[src/rtl/ac97_pkg.sv]
// Shared definitions for the AC97 song player: controller states, frame
// geometry, tag words, codec init commands and default song lengths.
package ac97_pkg;

    typedef enum logic [1:0] {
        ST_INIT = 2'd0,
        ST_IDLE = 2'd1,
        ST_PLAY = 2'd2
    } state_e;

    // Frame geometry: 16-bit tag followed by twelve 20-bit slots
    localparam int TAG_W     = 16;
    localparam int SLOT_W    = 20;
    localparam int NUM_SLOTS = 12;
    localparam int FRAME_W   = TAG_W + NUM_SLOTS * SLOT_W;
    localparam int POS_W     = 8;
    localparam int SYNC_LEN  = 16;

    // Tag words: frame valid only; valid+slot1+slot2; valid+slot3+slot4
    localparam logic [TAG_W-1:0] TAG_IDLE = 16'h8000;
    localparam logic [TAG_W-1:0] TAG_CMD  = 16'hE000;
    localparam logic [TAG_W-1:0] TAG_PCM  = 16'h9800;

    // Codec registers touched during initialisation
    localparam logic [6:0] REG_MASTER_VOL  = 7'h02;
    localparam logic [6:0] REG_HP_VOL      = 7'h04;
    localparam logic [6:0] REG_PCM_OUT_VOL = 7'h18;

    localparam int NUM_INIT_CMDS = 3;

    localparam int ALRIGHT_LEN_DEF = 76194;
    localparam int COOL_LEN_DEF    = 90384;

    typedef struct packed {
        logic [6:0]  index;
        logic [15:0] data;
    } codec_cmd_t;

    // Init command table: unmute master and headphone, set PCM out gain
    function automatic codec_cmd_t init_cmd(input logic [1:0] idx);
        codec_cmd_t c;
        case (idx)
            2'd0:    c = '{index: REG_MASTER_VOL,  data: 16'h0000};
            2'd1:    c = '{index: REG_HP_VOL,      data: 16'h0000};
            default: c = '{index: REG_PCM_OUT_VOL, data: 16'h0808};
        endcase
        return c;
    endfunction

    // Slot 1 carries a write (bit 19 = 0) to the register index
    function automatic logic [SLOT_W-1:0] cmd_slot1(input codec_cmd_t c);
        return {1'b0, c.index, 12'b0};
    endfunction

    // Slot 2 carries the 16-bit register data, left justified
    function automatic logic [SLOT_W-1:0] cmd_slot2(input codec_cmd_t c);
        return {c.data, 4'b0};
    endfunction

    // Assemble a full frame; slots 5..12 are never used and stay zero
    function automatic logic [FRAME_W-1:0] pack_frame(
        input logic [TAG_W-1:0]  tag,
        input logic [SLOT_W-1:0] s1,
        input logic [SLOT_W-1:0] s2,
        input logic [SLOT_W-1:0] s3,
        input logic [SLOT_W-1:0] s4
    );
        return {tag, s1, s2, s3, s4, {(FRAME_W - TAG_W - 4 * SLOT_W){1'b0}}};
    endfunction

endpackage

[src/rtl/ac97_frame_ser.sv]
// AC97 frame serialiser: free-running bit position, frame load at the
// boundary, MSB-first shift-out, SYNC generation and codec-ready capture.
module ac97_frame_ser
    import ac97_pkg::*;
(
    input  logic               clk,
    input  logic               rst_n,
    input  logic [FRAME_W-1:0] frame_i,
    input  logic               sdata_i,
    output logic               boundary_o,
    output logic               codec_ready_o,
    output logic               sync_o,
    output logic               sdata_o
);

    logic [POS_W-1:0]   pos_q;
    logic [FRAME_W-1:0] shift_q;
    logic               sync_q;
    logic               sdata_q;
    logic               codec_ready_q;

    // The last bit of a frame is the point where the next frame is taken in
    assign boundary_o = (pos_q == '1);

    // Advance position; load the new frame at the boundary, otherwise shift
    always_ff @(posedge clk or negedge rst_n) begin
        // NOTE: state registers use non-blocking assignment so every flop
        // samples pre-edge values regardless of statement order.
        if (!rst_n) begin
            pos_q   <= '1;
            shift_q <= '0;
            sync_q  <= 1'b0;
            sdata_q <= 1'b0;
        end else begin
            pos_q <= pos_q + 1'b1;
            if (boundary_o) begin
                shift_q <= {frame_i[FRAME_W-2:0], 1'b0};
                sdata_q <= frame_i[FRAME_W-1];
                sync_q  <= 1'b1;
            end else begin
                shift_q <= {shift_q[FRAME_W-2:0], 1'b0};
                sdata_q <= shift_q[FRAME_W-1];
                sync_q  <= (pos_q < POS_W'(SYNC_LEN - 1));
            end
        end
    end

    // Codec-ready is the first bit of the incoming tag, sampled leaving pos 0
    always_ff @(posedge clk or negedge rst_n) begin
        if (!rst_n) begin
            codec_ready_q <= 1'b0;
        end else if (pos_q == '0) begin
            codec_ready_q <= sdata_i;
        end
    end

    assign codec_ready_o = codec_ready_q;
    assign sync_o        = sync_q;
    assign sdata_o       = sdata_q;

endmodule

[src/rtl/ac97_play_ctrl.sv]
// AC97 song player: initialises the codec, then streams 16-bit samples from
// song memory to the left/right PCM slots on button request.
module ac97_play_ctrl
    import ac97_pkg::*;
#(
    parameter int ALRIGHT_LEN = ALRIGHT_LEN_DEF,
    parameter int COOL_LEN    = COOL_LEN_DEF
) (
    input  logic        AUDIO_BIT_CLK,
    input  logic        RESET_B,
    input  logic        AUDIO_SDATA_IN,
    input  logic        GPIO_SW_W,
    input  logic        GPIO_SW_E,
    input  logic [15:0] mem_data,
    output logic [17:0] mem_addr,
    output logic        mem_sel,
    output logic        AUDIO_SYNC,
    output logic        AUDIO_SDATA_OUT,
    output logic        playing
);

    state_e             state_q;
    logic [17:0]        mem_addr_q;
    logic               mem_sel_q;
    logic [1:0]         init_idx_q;
    logic [2:0]         sw_w_q;
    logic [2:0]         sw_e_q;
    logic               pend_w_q;
    logic               pend_e_q;

    logic               boundary;
    logic               codec_ready;
    logic [FRAME_W-1:0] frame_d;
    logic               have_req;
    logic               init_go;
    logic               consume;
    logic               rise_w;
    logic               rise_e;
    logic [31:0]        song_len;
    logic [31:0]        addr_plus2;
    logic               song_done;
    logic [SLOT_W-1:0]  pcm_slot;
    codec_cmd_t         cmd;

    ac97_frame_ser u_frame_ser (
        .clk           (AUDIO_BIT_CLK),
        .rst_n         (RESET_B),
        .frame_i       (frame_d),
        .sdata_i       (AUDIO_SDATA_IN),
        .boundary_o    (boundary),
        .codec_ready_o (codec_ready),
        .sync_o        (AUDIO_SYNC),
        .sdata_o       (AUDIO_SDATA_OUT)
    );

    assign rise_w     = sw_w_q[1] & ~sw_w_q[2];
    assign rise_e     = sw_e_q[1] & ~sw_e_q[2];
    assign have_req   = pend_w_q | pend_e_q;
    assign init_go    = codec_ready | (init_idx_q != 2'd0);
    assign consume    = boundary & have_req & (state_q != ST_INIT);
    assign song_len   = mem_sel_q ? 32'(COOL_LEN) : 32'(ALRIGHT_LEN);
    assign addr_plus2 = {14'd0, mem_addr_q} + 32'd2;
    assign song_done  = (addr_plus2 >= song_len);
    assign pcm_slot   = {mem_data, 4'b0};
    assign cmd        = init_cmd(init_idx_q);

    // Two-flop synchronisers plus one history flop for rising-edge detection
    always_ff @(posedge AUDIO_BIT_CLK or negedge RESET_B) begin
        if (!RESET_B) begin
            sw_w_q <= '0;
            sw_e_q <= '0;
        end else begin
            sw_w_q <= {sw_w_q[1:0], GPIO_SW_W};
            sw_e_q <= {sw_e_q[1:0], GPIO_SW_E};
        end
    end

    // Requests stay pending until a boundary outside INIT acts on them
    always_ff @(posedge AUDIO_BIT_CLK or negedge RESET_B) begin
        if (!RESET_B) begin
            pend_w_q <= 1'b0;
            pend_e_q <= 1'b0;
        end else begin
            pend_w_q <= (pend_w_q & ~consume) | rise_w;
            pend_e_q <= (pend_e_q & ~consume) | rise_e;
        end
    end

    // Content of the next frame, decided from the state seen at the boundary
    always_comb begin
        // NOTE: default first so every path assigns frame_d and no latch forms.
        frame_d = pack_frame(TAG_IDLE, '0, '0, '0, '0);
        case (state_q)
            ST_INIT: begin
                if (init_go) begin
                    frame_d = pack_frame(TAG_CMD, cmd_slot1(cmd), cmd_slot2(cmd), '0, '0);
                end
            end
            ST_IDLE, ST_PLAY: begin
                if (have_req) begin
                    frame_d = pack_frame(TAG_PCM, '0, '0, '0, '0);
                end else if (state_q == ST_PLAY) begin
                    frame_d = pack_frame(TAG_PCM, '0, '0, pcm_slot, pcm_slot);
                end
            end
            default: ;
        endcase
    end

    // Player FSM: advances only at frame boundaries so a frame never changes
    always_ff @(posedge AUDIO_BIT_CLK or negedge RESET_B) begin
        if (!RESET_B) begin
            state_q    <= ST_INIT;
            mem_addr_q <= '0;
            mem_sel_q  <= 1'b0;
            init_idx_q <= 2'd0;
        end else if (boundary) begin
            case (state_q)
                ST_INIT: begin
                    if (init_go) begin
                        if (init_idx_q == 2'(NUM_INIT_CMDS - 1)) begin
                            init_idx_q <= 2'd0;
                            state_q    <= ST_IDLE;
                        end else begin
                            init_idx_q <= init_idx_q + 2'd1;
                        end
                    end
                end
                ST_IDLE, ST_PLAY: begin
                    if (have_req) begin
                        mem_sel_q  <= pend_w_q;
                        mem_addr_q <= '0;
                        state_q    <= ST_PLAY;
                    end else if (state_q == ST_PLAY) begin
                        if (song_done) begin
                            mem_addr_q <= '0;
                            state_q    <= ST_IDLE;
                        end else begin
                            mem_addr_q <= mem_addr_q + 18'd2;
                        end
                    end
                end
                default: state_q <= ST_INIT;
            endcase
        end
    end

    assign mem_addr = mem_addr_q;
    assign mem_sel  = mem_sel_q;
    assign playing  = (state_q == ST_PLAY);

endmodule

[config.mk]
export PLATFORM = sky130hd
export DESIGN_NAME = ac97_play_ctrl
export DESIGN_NICKNAME = d
export VERILOG_FILES = /design/src/rtl/ac97_pkg.sv /design/src/rtl/ac97_frame_ser.sv /design/src/rtl/ac97_play_ctrl.sv
export SDC_FILE = /design/constraint.sdc
export NUM_CORES = 1
export LEC_CHECK = 0
export ABC_AREA = 1
export CAP_MARGIN = 15
export CORE_UTILIZATION = 52
export CTS_CLUSTER_SIZE = 28
export DETAILED_ROUTE_END_ITERATION = 7
export HOLD_SLACK_MARGIN = 0.12
export MAX_ROUTING_LAYER = met4
export PLACE_DENSITY = 0.75
export SYNTH_ARGS = -nofsm -noshare
export SYNTH_HDL_FRONTEND = slang
export SYNTH_SLANG_ARGS = --single-unit
[constraint.sdc]
create_clock -name AUDIO_BIT_CLK -period 2.6 [get_ports AUDIO_BIT_CLK]
set_clock_uncertainty 0.2 [all_clocks]
set_input_delay 0.52 -clock AUDIO_BIT_CLK [delete_from_list [all_inputs] [get_ports AUDIO_BIT_CLK]]
set_output_delay 0.52 -clock AUDIO_BIT_CLK [all_outputs]
set_load 0.005 [all_outputs]
### Yosys cells after proc, flatten, opt, wreduce, memory -nomap -nowiden

Cells that the tools add are included.

| word-level totals | value |
|---|---|
| bits in registers | 298 |
| bits of input ports | 21 |
| output and inout bits | 22 |
| word-level logic and storage cells | 71 |

| cells by class | value |
|---|---|
| eq/ne operators | 9 |
| reduce and logical (&&, ||, !) cells | 11 |
| bitwise operators | 13 |
| add/subtract/negate cells | 4 |
| muxes and demuxes | 19 |
| $lt $le $gt $ge | 2 |

Operator list:

| kind | count |
|---|---|
| 255-bit one-hot mux with 2 select lines | 1 |
| 253-bit two-way mux | 2 |
| 256-bit two-way mux | 1 |
| 255-bit two-way mux | 1 |
| 18-bit two-way mux | 3 |
| 21-bit one-hot mux with 2 select lines | 1 |
| 18-bit by 2-bit adder with 19-bit output (second input constant) | 1 |
| 19-bit by 17-bit greater-or-equal comparator with 1-bit output | 1 |
| 18-bit by 2-bit adder with 18-bit output (second input constant) | 1 |
| 15-bit two-way mux | 1 |
| 2-bit two-way mux | 6 |
| 3-bit AND reduction | 3 |
| 8-bit by 1-bit adder with 8-bit output (second input constant) | 1 |
| 8-bit == test (second input constant) | 1 |
| 8-bit logical NOT | 1 |
| 8-bit by 4-bit less-than comparator with 1-bit output (second input constant) | 1 |
| 1-bit bitwise AND | 6 |
| 3-bit inequality test (second input constant) | 2 |
| 2-bit nonzero test | 3 |
| 5-bit AND reduction | 1 |
| 2-bit by 1-bit == test with 1-bit output (second input constant) | 2 |
| 2-bit == test (second input constant) | 2 |
| 2-bit logical NOT | 2 |
| 2-bit inequality test (second input constant) | 2 |
| 6 further kinds | 12 |

### Depth between registers and ports, before layout

| logic depth | value |
|---|---|
| depth in word-level cells | 6 |
| gate-level depth with buffers | 20 |
| mapped depth without buffers | 20 |

### Hierarchy

From an unflattened synthesis, not the netlist that was laid out.

| unflattened totals | value |
|---|---|
| cells, all modules | 1462 |
| area total of the unflattened synthesis | 13761.9 µm² |

By module, submodules not included:

| module | area each (µm²) | cells each | sequential area each (µm²) | times used |
|---|---|---|---|---|
| ac97_frame_ser | 11504.8 | 1133 | 6666.4 | 1 |
| ac97_play_ctrl | 2257.2 | 329 | 750.7 | 1 |

### Worst setup path before layout

No wires, ideal clock.

| timing | value |
|---|---|
| path kind | reg2reg |
| start | reg mem_addr_q[1] (netlist: mem_addr[1]) |
| end | reg mem_addr_q[10] (netlist: mem_addr[10]) |
| stages on the path, launching flop included | 20 |
| path buffers | 1 |
| library setup time | 0.074 ns |
| path slack | -0.037 ns |
| data arrival time | 2.363 ns |
| required time | 2.326 ns |
| period minus slack after synthesis | 2.637 ns |
| path through | dfrtp_1 > ha_1 > nand2_1 > nor2_2 > nand2_2 > nor2_1 > xor2_1 > ha_1 > nand3_1 > nor2_1 > nand3_1 > nor2_1 > nand3_1 > nor2_1 > nand3_1 > nand3_2 > nor2_4 > buf_6 > nand2_1 > o21ai_2 |

| on the way | value |
|---|---|
| word-level cells in the longest chain between the ends | 5 |

RTL lines:

| item | RTL line | text |
|---|---|---|
| start: declaration | ac97_play_ctrl.sv:23 | `logic [17:0] mem_addr_q;` |
| start signal: assignment | ac97_play_ctrl.sv:139 | `mem_addr_q <= mem_addr_q + 18'd2;` |
| 18-bit by 2-bit adder with 19-bit output | ac97_play_ctrl.sv:62 | `assign addr_plus2 = {14'd0, mem_addr_q} + 32'd2;` |
| 19-bit by 17-bit greater-or-equal comparator with 1-bit output | ac97_play_ctrl.sv:63 | `assign song_done = (addr_plus2 >= song_len);` |
| 18-bit two-way mux (*) | ac97_play_ctrl.sv:135 | `if (song_done) begin` |
| 18-bit two-way mux (*) | ac97_play_ctrl.sv:134 | `end else if (state_q == ST_PLAY) begin` |
| 18-bit two-way mux (*) | ac97_play_ctrl.sv:130 | `if (have_req) begin` |

Mark *: on every way between the ends. The rest lies on a longest branch, timed or not. The select of a mux whose other input is x is not followed.
A chain may end at the register's enable or synchronous reset.

### Final worst setup path

| timing | value |
|---|---|
| start | reg mem_addr_q[1] (netlist: mem_addr[1]) |
| end | reg mem_addr_q[7] (netlist: mem_addr[7]) |

The elaborated chain is that of the path after synthesis.

==> flow_summary.toml <==
[status]
status = "complete, but fails checks"
failed_checks = "negative setup slack"

[die]
dieWidth_um = 105.8
row_count = 37
io_pins = 43
fp.coreArea_mm2 = 0.01037
dieHeight_um = 105.8
start_util_pct = 54.03
dieArea_mm2 = 0.01119

[drt]
wl_mm = 12.21
wl_per_cell_um = 13.98
vias_per_cell = 5.090
ant_nets = 0
drc = 0
drt_pass1_iterations = 8
via_count = 4444
first_iter_violations = 232

[synth]
synth_area_leaders = "dfrtp_1, nand2_1, inv_1"
syn_inst = 633
synth_adder_area_share_pct = 2.680
yosys_register_bits = 132
yosys_warnings = 0
syn_nets = 666
synth_area_per_cell_um2 = 8.851
synth_area_mm2 = 0.005603
yosysMostFrequentCell = "nand2_1"
synthMuxAreaShare_pct = 0
seq_area_frac_synth_pct = 59.13
yosysTopAreaCell = "dfrtp_1"
yosysTopAreaCellShare_pct = 55.38
synth_top_family_by_area = "simple AND/OR/NAND/NOR gates"
synth-xor-area-share_pct = 1.876
synthSimpleGateAreaFrac_pct = 24.50
synth-edff-count = 0
ys_async_sr_fraction_pct = 100.0
synth_compound_area_share_pct = 3.528
netlist_top_cells_count = "nand2_1, dfrtp_1, inv_1, nor2_1, nand3_1"
synth_flop_cell = "dfrtp_1"
netlist-cell-type-count = 34

[timing]
setup_violations = 18
rsz0062_at_grt = "yes"
slew_violations = 0
setup_slack_ns = -0.2325
max_freq_mhz = 353.0
period_share_pct = 108.9
finalHoldWorstSlack_ns = 0.1553
min_period_ns = 2.833
tightest_slew_ns = 0.6207
hold_viol_final = 0
relSlewSlack_pct = 58.62

[global_route]
grt_pass1_wl_mm = 19.75
antenna_found_initial = 0
grt_pass1_vias = 4393
grt_max_degree = 49
track_usage_pct = 23.55
grt_overflow = 0

[clock_tree]
h-tree-depth = 4
clk_pin_slew_ns = 0.06
root_buffer = "clkbuf_8"
clkLatencyLatePin_ns = 0.52
clock_path_buffers = 2
cts_made_buffers = 17
cts.sinks = 132
cts_tree = "built"

[finish]
fillers = 741
fin_cells = 873
nNetsFinal = 758
regArea_mm2 = 0.003314
syn2layout_area_growth_pct = 30.42
antenna_cells = 0
multi_input_area_mm2 = 0.002011
fin_area_mm2 = 0.007307
final_layout_size_suffix_gt1_share_pct = 19.81

[pwr]
irDropWorstVdd_mv = 0.4178
leakage_uw = 0.003774
p_per_area_mw_per_mm2 = 610.1

[place]
gp_congestion = 0.9244
dp_cells = 824
place_area_mm2 = 0.006369
hpwl_mm = 7.292
place.port_buffers = 41
dp_slack_ns = -0.3247

[critical_path]
crit_arrival_ns = 3.03
worstPathRequired_ns = 2.79
crit_path_start_kind = "register"
path_class = "register to register"
rrSetupSlack_ns = -0.23
cp-end-kind = "register"
path_max_fanout = 7

[min_path]
min_path_type = "register to register"

[flow_run]
max_cap_violations = 0
registers in the layout (all words and copies together), names as in the netlist, 2 cells and up:
signal	cells
sw_w_q	3
sw_e_q	3
init_idx_q	2
state_q	2
mem_addr	17
u_frame_ser.shift_q	91
u_frame_ser.pos_q	8
power breakdown:
group / switching (uW) / total (uW) / internal, uW / leakage, uW
clock: 875 / 2320 / 1440 / 0.000277
sequential: 1.88 / 2060 / 2060 / 0.00163
combinational: 44.4 / 77.6 / 33.2 / 0.00187
placed cells by master (no fill, tap or decap), types with 2 or more instances in the layout:
master / n
nor2_2: 7
o21ai_2: 9
inv_6: 2
buf_4: 43
inv_2: 2
dfstp_2: 8
clkdlybuf4s50_1: 40
nand2_2: 8
o21ai_0: 11
nand2_4: 6
buf_12: 4
nand2_1: 149
o21ai_1: 4
dfrtp_1: 123
clkinvlp_4: 4
ha_1: 11
nor2_4: 4
nor3_1: 5
inv_1: 98
bufinv_16: 2
a21oi_1: 2
nand3_1: 36
clkbuf_16: 17
xor2_2: 2
nor2_1: 86
nand3_2: 14
clkbuf_8: 4
xor2_1: 10
clkinv_4: 2
o22ai_1: 2
nand4_1: 4
final timing paths:
kind / startpoint / endpoint / cells after the start
max in group asynchronous: RESET_B / u_frame_ser.pos_q[4]$_DFF_PN1_ / 3
setup / recovery: mem_addr[1]$_DFFE_PN0P_ / mem_addr[7]$_DFFE_PN0P_ / 19
setup reg to reg: mem_addr[1]$_DFFE_PN0P_ / mem_addr[7]$_DFFE_PN0P_ / 19
hold reg to reg: sw_e_q[0]$_DFF_PN0_ / sw_e_q[1]$_DFF_PN0_ / 0
min in group asynchronous: RESET_B / mem_addr[14]$_DFFE_PN0P_ / 2
hold / removal: sw_e_q[0]$_DFF_PN0_ / sw_e_q[1]$_DFF_PN0_ / 0
worst max-delay path, cell delays in order, from the launching register on:
cell     delay (ns)
dfrtp_1        0.41
ha_4           0.19
nand2_4        0.07
nor2_4         0.04
nand2_2        0.09
nor2_2         0.04
xor2_1         0.17
ha_1           0.31
nand3_2        0.09
nor2_2         0.13
nand3_2        0.08
nor2_2         0.11
nand3_1        0.08
nor2_1         0.11
nand3_1        0.10
nand3_2        0.12
nor2_4         0.07
buf_12         0.15
nand3_2        0.06
nand2_1        0.07
layer usage:
| metal | global-route usage [%] | up-vias | share of wire [%] |
|---|---|---|---|
| li1 | - | 2105 | - |
| met1 | 28.94 | 2155 | 43 |
| met2 | 36.74 | 134 | 49 |
| met3 | 5.380 | 50 | 4.3 |
| met4 | 11.90 | 0 | 3.4 |
| met5 | - | - | 0 |
cells by family (layout without fill, tap and decap cells):
group,count (synthesis),in the layout
other,1,1
xor gates and xnor gates,12,12
adders and majority gates,12,12
buffers and inverters,119,223
and+or+nand+nor,325,325
DFF,132,132
AOI/OAI and AO/OA,32,32
stage by stage:
step	power (uW)	TNS [ns]	util, %
floorplan	2102	-0.03412	-
global placement	2177	-2.049	61.41
detailed placement	2179	-5.071	61.41
CTS	4486	-2.008	68.21
global route	4586	-5.821	70.46
finish	4458	-3.651	70.46
repair_timing:
item	in CTS	in global routing
cloned	0	1
hold buffers	1	0
hold endpoints to repair	44	0
gates resized for setup	14	35
endpoints found under the setup margin	18	20
pin swaps	4	9
setup buffers	8	9
final cells by class:
cell class | instances | share of cell area (%)
Clock buffer | 21 | 6.284
Clock inverter | 10 | 1.678
Inverter | 102 | 5.291
Multi-Input combinational cell | 382 | 27.52
Sequential cell | 132 | 45.36
Tap cell | 136 | 2.329
Timing Repair Buffer | 90 | 11.54
(Power assumes the default switching activity.)
